**src/rtl/ps2_key_event_filter.sv**
```systemverilog
// PS/2 scan-code byte stream -> discrete key events {brk, ext, code} with repeat suppression and noise drop.
// Latency: final byte of a sequence strobed in cycle N is at the FIFO head (evt_valid=1) in cycle N+1.
// Backpressure: evt_valid/evt_ready show-ahead FIFO; when full without a same-cycle pop the new event is dropped and ovf sets.
//
// Ports:
//   clk, rst           system clock, asynchronous active-high reset
//   byte_valid/data    one-cycle strobe + scan-code byte from the PS/2 receiver
//   evt_valid/ready    FIFO not empty / consumer pops the head
//   evt_data           {brk, ext, code[7:0]} at the FIFO head
//   evt_level          FIFO occupancy, 0..FIFO_DEPTH
//   ovf, seq_err       sticky error flags (event dropped / sequence timed out), cleared by err_clr
module ps2_key_event_filter #(
    parameter int FIFO_DEPTH      = 8,
    parameter int REPEAT_SUPPRESS = 1,
    parameter int TIMEOUT_CYC     = 1_000_000
) (
    input  logic                          clk,
    input  logic                          rst,
    input  logic                          byte_valid,
    input  logic [7:0]                    byte_data,
    output logic                          evt_valid,
    input  logic                          evt_ready,
    output logic [9:0]                    evt_data,
    output logic [$clog2(FIFO_DEPTH):0]   evt_level,
    output logic                          ovf,
    output logic                          seq_err,
    input  logic                          err_clr
);

    localparam int AW = $clog2(FIFO_DEPTH);
    localparam int LW = AW + 1;
    localparam int TW = (TIMEOUT_CYC > 1) ? $clog2(TIMEOUT_CYC) : 1;
    localparam logic [TW-1:0] TO_LAST = TW'(TIMEOUT_CYC - 1);
    localparam logic [LW-1:0] LVL_FULL = LW'(FIFO_DEPTH);

    typedef enum logic [2:0] {S_IDLE, S_EXT, S_BRK, S_EXT_BRK, S_SKIP} state_t;

    state_t          state_q, state_d;
    logic [2:0]      skip_q, skip_d;
    logic [TW-1:0]   to_cnt_q, to_cnt_d;
    logic            timeout_fire;

    logic            raw_vld, raw_brk, raw_ext, raw_pause;
    logic [7:0]      raw_code;
    logic            held_vld_q, held_ext_q;
    logic [7:0]      held_code_q;
    logic            held_match, emit;

    logic [9:0]      mem_q [FIFO_DEPTH];
    logic [AW-1:0]   wr_ptr_q, rd_ptr_q;
    logic [LW-1:0]   level_q;
    logic            push, pop, full;
    logic            ovf_q, seq_err_q;

    function automatic logic is_noise(input logic [7:0] b);
        return (b == 8'h00) || (b == 8'hAA) || (b == 8'hEE) || (b == 8'hFA) ||
               (b == 8'hFC) || (b == 8'hFE) || (b == 8'hFF);
    endfunction

    // Expires on the TIMEOUT_CYC-th consecutive idle cycle inside a sequence; a byte in that cycle wins.
    assign timeout_fire = (TIMEOUT_CYC != 0) && (state_q != S_IDLE) && !byte_valid && (to_cnt_q == TO_LAST);

    // ---------------- parser FSM: state register ----------------
    always_ff @(posedge clk or posedge rst) begin
        if (rst) begin
            state_q  <= S_IDLE;
            skip_q   <= 3'd0;
            to_cnt_q <= '0;
        end else begin
            state_q  <= state_d;
            skip_q   <= skip_d;
            to_cnt_q <= to_cnt_d;
        end
    end

    // ---------------- parser FSM: next state ----------------
    always_comb begin
        state_d  = state_q;
        skip_d   = skip_q;
        to_cnt_d = to_cnt_q + TW'(1);
        if (byte_valid || state_q == S_IDLE || timeout_fire) begin
            to_cnt_d = '0;
        end
        if (byte_valid) begin
            unique case (state_q)
                S_IDLE: begin
                    if (byte_data == 8'hE0) begin
                        state_d = S_EXT;
                    end else if (byte_data == 8'hF0) begin
                        state_d = S_BRK;
                    end else if (byte_data == 8'hE1) begin
                        // Pause: 7 more bytes follow the E1 prefix
                        state_d = S_SKIP;
                        skip_d  = 3'd7;
                    end
                end
                S_EXT:     state_d = (byte_data == 8'hF0) ? S_EXT_BRK : S_IDLE;
                S_BRK:     state_d = S_IDLE;
                S_EXT_BRK: state_d = S_IDLE;
                S_SKIP: begin
                    skip_d = skip_q - 3'd1;
                    if (skip_q == 3'd1) begin
                        state_d = S_IDLE;
                    end
                end
                default:   state_d = S_IDLE;
            endcase
        end else if (timeout_fire) begin
            state_d = S_IDLE;
        end
    end

    // ---------------- parser FSM: outputs (raw event) ----------------
    always_comb begin
        raw_vld   = 1'b0;
        raw_brk   = 1'b0;
        raw_ext   = 1'b0;
        raw_pause = 1'b0;
        raw_code  = byte_data;
        if (byte_valid) begin
            unique case (state_q)
                S_IDLE: begin
                    if (byte_data == 8'hE1) begin
                        raw_vld   = 1'b1;
                        raw_ext   = 1'b1;
                        raw_pause = 1'b1;
                    end else if (byte_data != 8'hE0 && byte_data != 8'hF0 && !is_noise(byte_data)) begin
                        raw_vld = 1'b1;
                    end
                end
                S_EXT: begin
                    // E0 12 is the keyboard's fake-shift and carries no key information
                    if (byte_data != 8'hF0 && byte_data != 8'h12) begin
                        raw_vld = 1'b1;
                        raw_ext = 1'b1;
                    end
                end
                S_BRK: begin
                    raw_vld = 1'b1;
                    raw_brk = 1'b1;
                end
                S_EXT_BRK: begin
                    if (byte_data != 8'h12) begin
                        raw_vld = 1'b1;
                        raw_brk = 1'b1;
                        raw_ext = 1'b1;
                    end
                end
                default: ;
            endcase
        end
    end

    // ---------------- typematic repeat filter ----------------
    assign held_match = held_vld_q && (held_ext_q == raw_ext) && (held_code_q == raw_code);
    assign emit = raw_vld && (raw_pause || raw_brk || !((REPEAT_SUPPRESS != 0) && held_match));

    always_ff @(posedge clk or posedge rst) begin
        if (rst) begin
            held_vld_q  <= 1'b0;
            held_ext_q  <= 1'b0;
            held_code_q <= 8'h00;
        end else if (raw_vld && !raw_pause) begin
            if (!raw_brk && emit) begin
                held_vld_q  <= 1'b1;
                held_ext_q  <= raw_ext;
                held_code_q <= raw_code;
            end else if (raw_brk && held_match) begin
                held_vld_q  <= 1'b0;
            end
        end
    end

    // ---------------- show-ahead event FIFO ----------------
    assign full  = (level_q == LVL_FULL);
    assign pop   = evt_valid && evt_ready;
    assign push  = emit && (!full || pop);

    always_ff @(posedge clk or posedge rst) begin
        if (rst) begin
            for (int i = 0; i < FIFO_DEPTH; i++) begin
                mem_q[i] <= 10'd0;
            end
            wr_ptr_q <= '0;
            rd_ptr_q <= '0;
            level_q  <= '0;
        end else begin
            if (push) begin
                mem_q[wr_ptr_q] <= {raw_brk, raw_ext, raw_code};
                wr_ptr_q        <= wr_ptr_q + AW'(1);
            end
            if (pop) begin
                rd_ptr_q <= rd_ptr_q + AW'(1);
            end
            if (push && !pop) begin
                level_q <= level_q + LW'(1);
            end else if (pop && !push) begin
                level_q <= level_q - LW'(1);
            end
        end
    end

    // ---------------- sticky error flags (set beats clear) ----------------
    always_ff @(posedge clk or posedge rst) begin
        if (rst) begin
            ovf_q     <= 1'b0;
            seq_err_q <= 1'b0;
        end else begin
            ovf_q     <= (emit && full && !pop) || (ovf_q && !err_clr);
            seq_err_q <= timeout_fire || (seq_err_q && !err_clr);
        end
    end

    assign evt_valid = (level_q != '0);
    assign evt_data  = mem_q[rd_ptr_q];
    assign evt_level = level_q;
    assign ovf       = ovf_q;
    assign seq_err   = seq_err_q;

endmodule
```
**config.mk**
```make
export PLATFORM = sky130hd
export DESIGN_NAME = ps2_key_event_filter
export DESIGN_NICKNAME = d
export VERILOG_FILES = /design/src/rtl/ps2_key_event_filter.sv
export SDC_FILE = /design/constraint.sdc
export NUM_CORES = 1
export LEC_CHECK = 0
export ABC_AREA = 1
export CAP_MARGIN = 20
export CORE_MARGIN = 2
export CORE_UTILIZATION = 45
export DETAILED_ROUTE_END_ITERATION = 6
export GPL_ROUTABILITY_DRIVEN = 0
export PLACE_DENSITY = 0.72
export SYNTH_ARGS = -nofsm -noshare
export SYNTH_HDL_FRONTEND = slang
export SYNTH_SLANG_ARGS = --single-unit
```
**constraint.sdc**
```tcl
create_clock -name clk -period 3.8 [get_ports clk]
set_input_delay 0.57 -clock clk [delete_from_list [all_inputs] [get_ports clk]]
set_output_delay 0.57 -clock clk [all_outputs]
set_load 0.005 [all_outputs]
```
# After elaboration in Yosys (flattened, before gate mapping)
# Index checks and enable logic that the tools add are counted.
# word_totals
regBits,128
inputBits,13
output_inout_bits,17
wordCells,146
# op_classes
add_sub_neg,6
order_cmp,3
n_eq_ne,26
n_mux,36
bitwise_logic,2
n_reduce_logical,54
# ops
op,n
$bwmux W80,1
$eq A8 B8 Y1 const B,9
$bmux W10 S3,1
$demux W10 S3,1
$mux W10,3
$mux W3,9
$add A20 B1 Y20 const B,1
$eq A20 B20 Y1 const B,1
$logic_and A1 B1 Y1,20
$mux W20,1
$ne A8 B8 Y1 const B,2
$logic_or A1 B1 Y1,13
$mux W1,12
$logic_not A1 Y1,9
$pmux W3 S3,1
$eq A8 B8 Y1,1
$ge A4 B4 Y1 const B,2
$logic_not A8 Y1,1
$mux W4,2
$ne A8 B5 Y1 const B,1
$not A3 Y4,2
$reduce_bool A2 Y1,4
$add A3 B1 Y3 const B,2
$eq A3 B1 Y1 const B,2
23 further kinds,26

# Longest topological paths before layout
# Gate-level depths: netlist (run 1).
# depth
word_depth,19
ltp_mapped,23
ltp_nobuf,21

# Worst setup path before layout (run 1)
# No wires, ideal clock.
# synth_timing
path_kind,input -> register
start,input byte_data[7]
end,register level_q[3] (netlist: evt_level[3])
setup_time_ns,0.125
t_arrival_ns,3.032
required_ns,3.675
slack_ns,0.643
path_stages,21
path_buffers,3
cell_sequence,buf_4 nand2_2 nor2_2 nand4_2 nand3_1 nand2_1 nand2_1 nand4_1 buf_6 nand3_4 buf_8 inv_2 ha_1 inv_1 ha_1 a21o_1 a21oi_1 nand2_1 nand2_1 nor2_1 xor2_1
# synth_between
elab_chain_len,18
word_cells_on_any_way,48
cone_classes,eq/ne (12); mux (14); reduce/logical (22)
# synth_rtl
element,line_no,text
"start, declared",20,"input logic [7:0] byte_data,"
$eq A8 B8 Y1 / $logic_not A8 Y1 (equally long branches),56,return (b == 8'h00) || (b == 8'hAA) || (b == 8'hEE) || (b == 8'hFA) ||
$logic_or A1 B1 Y1 (4 in a row),56,
$logic_or A1 B1 Y1 (2 in a row),57,(b == 8'hFC) || (b == 8'hFE) || (b == 8'hFF);
$logic_not A1 Y1,127,end else if (byte_data != 8'hE0 && byte_data != 8'hF0 && !is_noise(byte_data)) begin
$logic_and A1 B1 Y1,127,
$mux W1,127,
$mux W1,123,if (byte_data == 8'hE1) begin
$pmux W1 S4,121,unique case (state_q)
$mux W1,120,if (byte_valid) begin
$logic_and A1 B1 Y1 (*),156,assign emit = raw_vld && (raw_pause || raw_brk || !((REPEAT_SUPPRESS != 0) && held_match));
$logic_and A1 B1 Y1 (*),177,assign push = emit && (!full || pop);
named net push,52,"logic push, pop, full;"
$logic_not A1 Y1,197,end else if (pop && !push) begin
$logic_and A1 B1 Y1,197,
$reduce_bool A2 Y1 (no line),-,
"end signal, assigned",196,level_q <= level_q + LW'(1);
"end signal, assigned",198,level_q <= level_q - LW'(1);
"end, declared",51,logic [LW-1:0] level_q;
# Mark *: on every way through the listed nets, which the timed path passes. The rest lies on a longest branch.
# A chain may end at the register's enable or synchronous reset.

# Worst setup path in the final report (run 1)
# layout_timing
start,register rd_ptr_q[1]
end,output evt_data[7]
# layout_between
elab_chain_len,4
# layout_rtl
element,line_no,text
"start, declared",50,"logic [AW-1:0] wr_ptr_q, rd_ptr_q;"
"start signal, assigned",193,rd_ptr_q <= rd_ptr_q + AW'(1);
$not A3 Y4 (not written as such),215,assign evt_data = mem_q[rd_ptr_q];
$bmux W10 S3,215,
$mux W10 (not written as such) (2 in a row),215,
"end, declared",23,"output logic [9:0] evt_data,"
# No other way between the ends. The select of a mux whose other input is x is not followed.

==> qor.csv, run 1 <==
metric,value,unit
Crit Path Class,register to output pin,
GR Overflow Total,0,
Final period util,0.8289,
drt pass-1 iters,5,
Core Area,0.01453,mm^2
Die Y,125.7,um
multi-input logic area,0.003075,mm^2
All-Layer GR Usage,0.2279,
crit path max fanout,21,
post-DR wirelength/cell,15.26,um
CP endpoint kind,output pin,
final worst slack,0.6502,ns
max-cap viol count,0,
Mapped Area,0.006670,mm^2
Iter 0 DRT Violations,557,
power density cells,780.5,mW/mm^2
clk_skew,0.005598,ns
largest net degree at the start of global routing,95,
buffers added on ports,29,
Final #Nets,942,
Setup-failing EPs final,0,
arrival time of the worst setup path,2.58,ns
register area,0.003203,mm^2
Hold/Removal Path Class,register to register,
Clock Pin Slew Worst Setup and Hold Paths,0.06,ns
Slew @ Worst Pin,0.7371,ns
layout cell share with drive strength beyond 1,0.07940,
WP data required,3.23,ns
syn avg cell area,7.563,um^2
synthesized instance count,882,
total CTS buffers,17,
Final ANT Viol Nets,0,
H-tree Lvls,4,
clock root buffer master,clkbuf_16,
DP HPWL,11080,um
cts hold-fix bufs,0,
final hold violations,0,
vias per std cell,5.306,
Starting Density,0.4589,
drt total wl,17030,um
DR vias,5922,
Max-Slew Margin vs Limit,0.5071,
initial antenna violation count,0,
Die Width,125.7,um
yosys synthesis warning count,0,
CTS tree,built,
vias in the first global route,5687,
"Net Count, Synth",904,
ANT cells,0,
CTS Sinks,128,
Setup crit start kind,register,
outcome,"finished, final reports clean",
latest clock arrival within the worst-skew pair,0.42,ns
Max Fclk,317.5,MHz
Fin Hold WS,0.4694,ns
total setup buffers inserted after CTS,0,
Max Buffers Root-to-Sink,2,
Netlist cell types,37,
"IR drop worst, VDD",0.0004080,V
max-slew violations,0,
drt drc,0,
I/O pin total,30,
Fill cells,1375,
RSZ-0062 raised after global routing,false,
Setup TNS Final,0,ns
Area growth syn-to-layout,16.39,%
die area,0.01581,mm^2
pre-CTS WS,0.2574,ns
Yosys reg bits,128,
placed standard-cell area,0.007202,mm^2
post-CTS sizing,0,
power consumption,0.006060,W
sequential share of the synthesized area,0.4802,
final instance area,0.007764,mm^2
first-pass GRT wire length,28770,um
post-route minimum period,3.150,ns
Cell Rows,44,
Pleak,3.927,nW
## metal layers
layer  global-route usage  share of wire  up-vias
li1                     -              -     2890
met1               0.3200           0.46     2806
met2               0.3424           0.45      193
met3              0.06202          0.073       33
met4              0.08016          0.019        0
met5                    0              0        -
## through the flow
stage / std cells / util
after floorplan: 882 / -
after global placement: 1085 / 0.4955
after detailed placement: 1085 / 0.4955
after CTS: 1116 / 0.5342
after global routing: 1116 / 0.5342
final: 1116 / 0.5342
## area by class of cell
class / instances / area share
Sequential cell: 128 / 0.4126
Multi-Input combinational cell: 659 / 0.3961
Clock buffer: 26 / 0.06559
Timing Repair Buffer: 47 / 0.05641
Inverter: 67 / 0.03288
Tap cell: 184 / 0.02965
Clock inverter: 5 / 0.006769
## worst max-delay path: stages, from the launching register on
cell and delay (ns):
dfrtp_1 0.39, inv_1 0.54, o21ai_0 0.20, o22ai_1 0.26
nor2_1 0.07, a31oi_1 0.16, clkdlybuf4s50_1 0.53
## synth_stat cells (all sizes together)
library cell,instances,area [um^2]
clkbuf,17,63.81
clkinv,3,11.26
a21oi,12,60.06
nor2,135,619.4
nor3,11,55.05
buf,11,76.32
xnor2,6,52.55
dfrtp,128,3203
a31oi,11,68.82
inv,64,240.2
a32oi,1,8.760
nand4,21,150.2
nand3,32,172.7
o22ai,12,75.07
nand2,331,1247
a21o,1,7.510
o211a,1,10.01
xor2,7,61.31
nand3b,1,7.510
o21a,4,30.03
or2,2,12.51
ha,8,100.1
fa,1,20.02
nor4,3,18.77
o21ai,58,290.3
a211oi,1,7.510
## report_power, final
| part | switching (W) | internal, W |
|---|---|---|
| Sequential | 0.000313 | 0.00186 |
| Clock | 0.000578 | 0.000979 |
| Combinational | 0.00140 | 0.000931 |
## logic make-up (layout without fill, tap and decap cells)
logic type | after synthesis | after routing | share of synthesized area
AND/OR/NAND/NOR | 536 | 536 | 0.3423
AO/OA/AOI/OAI | 101 | 101 | 0.08366
adder cells (fa/ha/maj) | 9 | 9 | 0.01801
flip-flops | 128 | 128 | 0.4802
buffers and inverters | 95 | 145 | 0.05871
XOR/XNOR | 13 | 13 | 0.01707
## flip-flops by register name, summed over array words and instances, names as in the netlist
signal / flops
mem_q: 80
to_cnt_q: 20
held_code_q: 8
evt_level: 4
rd_ptr_q: 3
skip_q: 3
state_q: 3
wr_ptr_q: 3
held_ext_q: 1
held_vld_q: 1
ovf: 1
seq_err: 1
## final timing paths
check / slack (ns) / endpoint / from / cells past startpoint
worst min-delay path: 0.47 / to_cnt_q[0] / to_cnt_q[0] / 1
worst max register to register: 0.86 / evt_level[3] / state_q[1] / 19
worst max-delay path: 0.65 / evt_data[7] / rd_ptr_q[1] / 6
min in group asynchronous: 0.50 / to_cnt_q[3] / rst / 2
worst min register to register: 0.47 / to_cnt_q[0] / to_cnt_q[0] / 1
max in group asynchronous: 2.51 / mem_q[51] / rst / 3
## layout by cell type (no fill, tap or decap), types with 2 or more instances in the layout
| cell type | synthesis | routed |
|---|---|---|
| o21ai_0 | 57 | 57 |
| nand4_1 | 18 | 18 |
| inv_2 | 8 | 8 |
| o22ai_1 | 12 | 12 |
| ha_1 | 8 | 8 |
| inv_1 | 56 | 55 |
| xnor2_1 | 6 | 6 |
| nand2_1 | 329 | 329 |
| or2_2 | 2 | 2 |
| nor2_1 | 123 | 123 |
| nand2_2 | 2 | 2 |
| clkbuf_16 | 0 | 17 |
| nand3_1 | 31 | 31 |
| a31oi_1 | 11 | 11 |
| dfrtp_1 | 128 | 128 |
| clkinvlp_4 | 0 | 2 |
| clkdlybuf4s50_1 | 0 | 29 |
| xor2_1 | 7 | 7 |
| nor2_2 | 6 | 6 |
| clkinv_2 | 0 | 3 |
| clkbuf_1 | 17 | 4 |
| nor2_8 | 6 | 6 |
| nor3_1 | 11 | 11 |
| a21oi_1 | 12 | 12 |
| buf_4 | 3 | 17 |
| o21a_1 | 4 | 4 |
| clkinv_1 | 3 | 3 |
| nand4_2 | 3 | 3 |
| clkbuf_8 | 0 | 5 |
| nor4_1 | 3 | 3 |
(Power assumes the default switching activity.)
==> run 2, diff against run 1 <==
PLACE_DENSITY = 0.69   (was 0.72)
clock period = 3.17 ns   (was 3.8 ns; I/O delays follow)
==> run 2 against run 1 <==
  * Non-clock buffer count increased by 23
  * Via count is 0.10% higher
  * Largest power group unchanged
  * Global-route usage up 0.32 points
==> qor.csv, run 2 (synthesized netlist as in run 1, its figures left out) <==
metric,value,unit,change
Final period util,0.9364,,
placed standard-cell area,0.007375,mm^2,was 0.007202 mm^2
max-slew violations,0,,unchanged
post-DR wirelength/cell,15.24,um,was 15.26 um
Starting Density,0.4589,,unchanged
Max Fclk,336.9,MHz,
Crit-path slowest cell,clkdlybuf4s50_1,,was inv_1
latest clock arrival within the worst-skew pair,0.42,ns,about the same
Slew @ Worst Pin,0.6654,ns,was 0.7371 ns
"commonest non-fill, non-tap cells in the layout","nand2_1, dfrtp_1, nor2_1",,unchanged
Largest regs,"mem_q x80, to_cnt_q x20, held_code_q x8",,unchanged
max-cap viol count,0,,unchanged
Critical Path Most Common Cell,nand2_1,,
Placed Cells,1108,,was 1085
Max-Slew Margin vs Limit,0.5551,,was 0.5071
crit path from,byte_data[7],,was rd_ptr_q[1]
DP HPWL,11520,um,was 11080 um
hold path startpoint,byte_data[3],,was to_cnt_q[0]
CTS tree,built,,unchanged
Die Width,125.7,um,unchanged
Hold/Removal Path Class,input port to register,,was register to register
drt pass-1 iters,5,,unchanged
Worst Path Buf+Inv,4,,was 2
Area growth syn-to-layout,19.75,%,was 16.39%
cts hold-fix bufs,0,,unchanged
outcome,"finished, final reports clean",,unchanged
hold worst-path end,held_code_q[3],,was to_cnt_q[0]
die area,0.01581,mm^2,unchanged
vias per std cell,5.200,,was 5.306
RSZ-0062 raised after global routing,true,,was false
drt total wl,17380,um,was 17030 um
DR vias,5928,,was 5922
fin cells,1140,,was 1116
I/O pin total,30,,unchanged
Fill cells,1367,,was 1375
FF-to-FF setup slack,0.28,ns,was 0.86 ns
total CTS buffers,17,,unchanged
"IR drop worst, VDD",0.0005894,V,was 0.0004080 V
layout cell share with drive strength beyond 1,0.1067,,was 0.07940
Final ANT Viol Nets,0,,unchanged
pre-CTS WS,-0.1959,ns,was 0.2574 ns
CP Cell Sequence,"clkdlybuf4s50_1, inv_1, nand2_1, nor2_1, nand2_1, nand2_1, nand2_1, nand2_1, nand2_1, nand2_1, nand4_1, nand3_4, inv_2, ha_1, inv_1, ha_1, a21o_1, a21oi_1, nand2_1, nand2_1, nor2_1, xor2_1",,"was inv_1, o21ai_0, o22ai_1, nor2_1, a31oi_1, clkdlybuf4s50_1"
"most common cell after layout, fill and taps aside",nand2_1,,unchanged
Iter 0 DRT Violations,590,,was 557
max reg flops,80,,unchanged
final hold violations,0,,unchanged
Core Area,0.01453,mm^2,unchanged
Cells on Worst Hold Path,3,,was 1
crit-path max cell delay,0.48,ns,was 0.54 ns
first-pass GRT wire length,29010,um,was 28770 um
Cell Rows,44,,unchanged
arrival time of the worst setup path,3.27,ns,was 2.58 ns
Clock Pin Slew Worst Setup and Hold Paths,0.05,ns,was 0.06 ns
WP data required,3.47,ns,was 3.23 ns
Pleak,4.076,nW,was 3.927 nW
Fin Hold WS,0.4386,ns,was 0.4694 ns
Crit Path Class,input port to register,,was register to output pin
All-Layer GR Usage,0.2311,,was 0.2279
Top reg by flops,mem_q,,unchanged
CP endpoint kind,register,,was output pin
ANT cells,0,,unchanged
post-route minimum period,2.968,ns,
buffers added on ports,29,,unchanged
worst r2r src,state_q[1],,unchanged
final instance area,0.007988,mm^2,was 0.007764 mm^2
CTS Sinks,128,,unchanged
Die Y,125.7,um,unchanged
drt drc,0,,unchanged
Setup-failing EPs final,0,,unchanged
clock root buffer master,clkbuf_16,,unchanged
Setup crit start kind,input port,,was register
"delay-heaviest family, CP",simple AND/OR/NAND/NOR gates,,was buffers and inverters
largest net degree at the start of global routing,106,,was 95
power density cells,934.6,mW/mm^2,was 780.5 mW/mm^2
clk_skew,0.006258,ns,was 0.005598 ns
initial antenna violation count,0,,unchanged
GR Overflow Total,0,,unchanged
final worst slack,0.2017,ns,was 0.6502 ns
Final #Nets,965,,was 942
cells on worst reg2reg path,19,,unchanged
Max Buffers Root-to-Sink,2,,unchanged
H-tree Lvls,4,,unchanged
worst flop-to-flop path endpoint,evt_level[3],,unchanged
crit path max fanout,5,,was 21
vias in the first global route,5661,,was 5687
-- run 2: cell types whose count changed in the layout (fill, tap and decap cells not counted), sizes merged --
cell,delta
buf,+23
clkbuf,-6
clkinv,+4
clkdlybuf4s50,-3
dlymetal6s2s,+3
bufinv,+2
clkinvlp,+2
inv,-1
-- run 2: layout make-up --
type	count	area [um^2]	area share
clock buffer	20	456.7	0.05717
clock inverter	12	140.1	0.01754
inverter	67	259.0	0.03242
multi-input combinational	659	3080	0.3857
sequential	128	3203	0.4010
tap	184	230.2	0.02882
timing repair buffer	70	618.1	0.07738
-- run 2: worst register-to-register path, stage by stage, from the launching register on --
cell,delay (ns)
dfrtp_1,0.41
inv_2,0.11
nand2_1,0.08
nor2_2,0.21
nand4_2,0.16
nand3_1,0.14
nand2_1,0.07
nand2_1,0.08
nand4_1,0.16
nand3_4,0.11
inv_2,0.07
ha_1,0.21
inv_1,0.08
ha_1,0.22
a21o_1,0.18
a21oi_1,0.15
nand2_1,0.08
nand2_1,0.07
nor2_1,0.05
xor2_1,0.13
-- run 2: power by group --
part	total [W]	switching, W	internal, W
registers	0.00262	0.000390	0.00223
clock network	0.00198	0.000714	0.00127
logic	0.00286	0.00167	0.00119
-- run 2: what timing repair did --
action	in CTS	in global routing
resized for setup	0	5
setup endpoints to repair	0	5
setup buffers	0	0
-- run 2: worst max path at each step --
stage | end | slack, ns | cells past startpoint
after floorplan | evt_level[3] | 0.11 | 21
after global placement | evt_level[3] | -0.15 | 20
after detailed placement | evt_level[3] | -0.20 | 20
after CTS | evt_data[3] | 0.11 | 6
after global routing | evt_level[3] | -0.08 | 19
final | evt_level[3] | 0.20 | 22
-- run 2: through the flow --
| stage | TNS (ns) | power [W] | utilization |
|---|---|---|---|
| 6_report | 0 | 0.007466 | 0.5496 |
| 5_1_grt | -0.08400 | 0.008018 | 0.5496 |
| 3_5_place_dp | -0.3886 | 0.005477 | 0.5074 |
| 2_1_floorplan | 0 | 0.004421 | - |
| 4_1_cts | 0 | 0.007483 | 0.5485 |
| 3_3_place_gp | -0.2075 | 0.005415 | 0.5074 |
-- run 2: metal layers --
layer	global-route usage	vias to the layer above	part of all wire
met1	0.3289	2788	0.46
met4	0.05688	0	0.010
met3	0.05055	19	0.064
met2	0.3631	182	0.47
met5	0	-	0
li1	-	2939	-
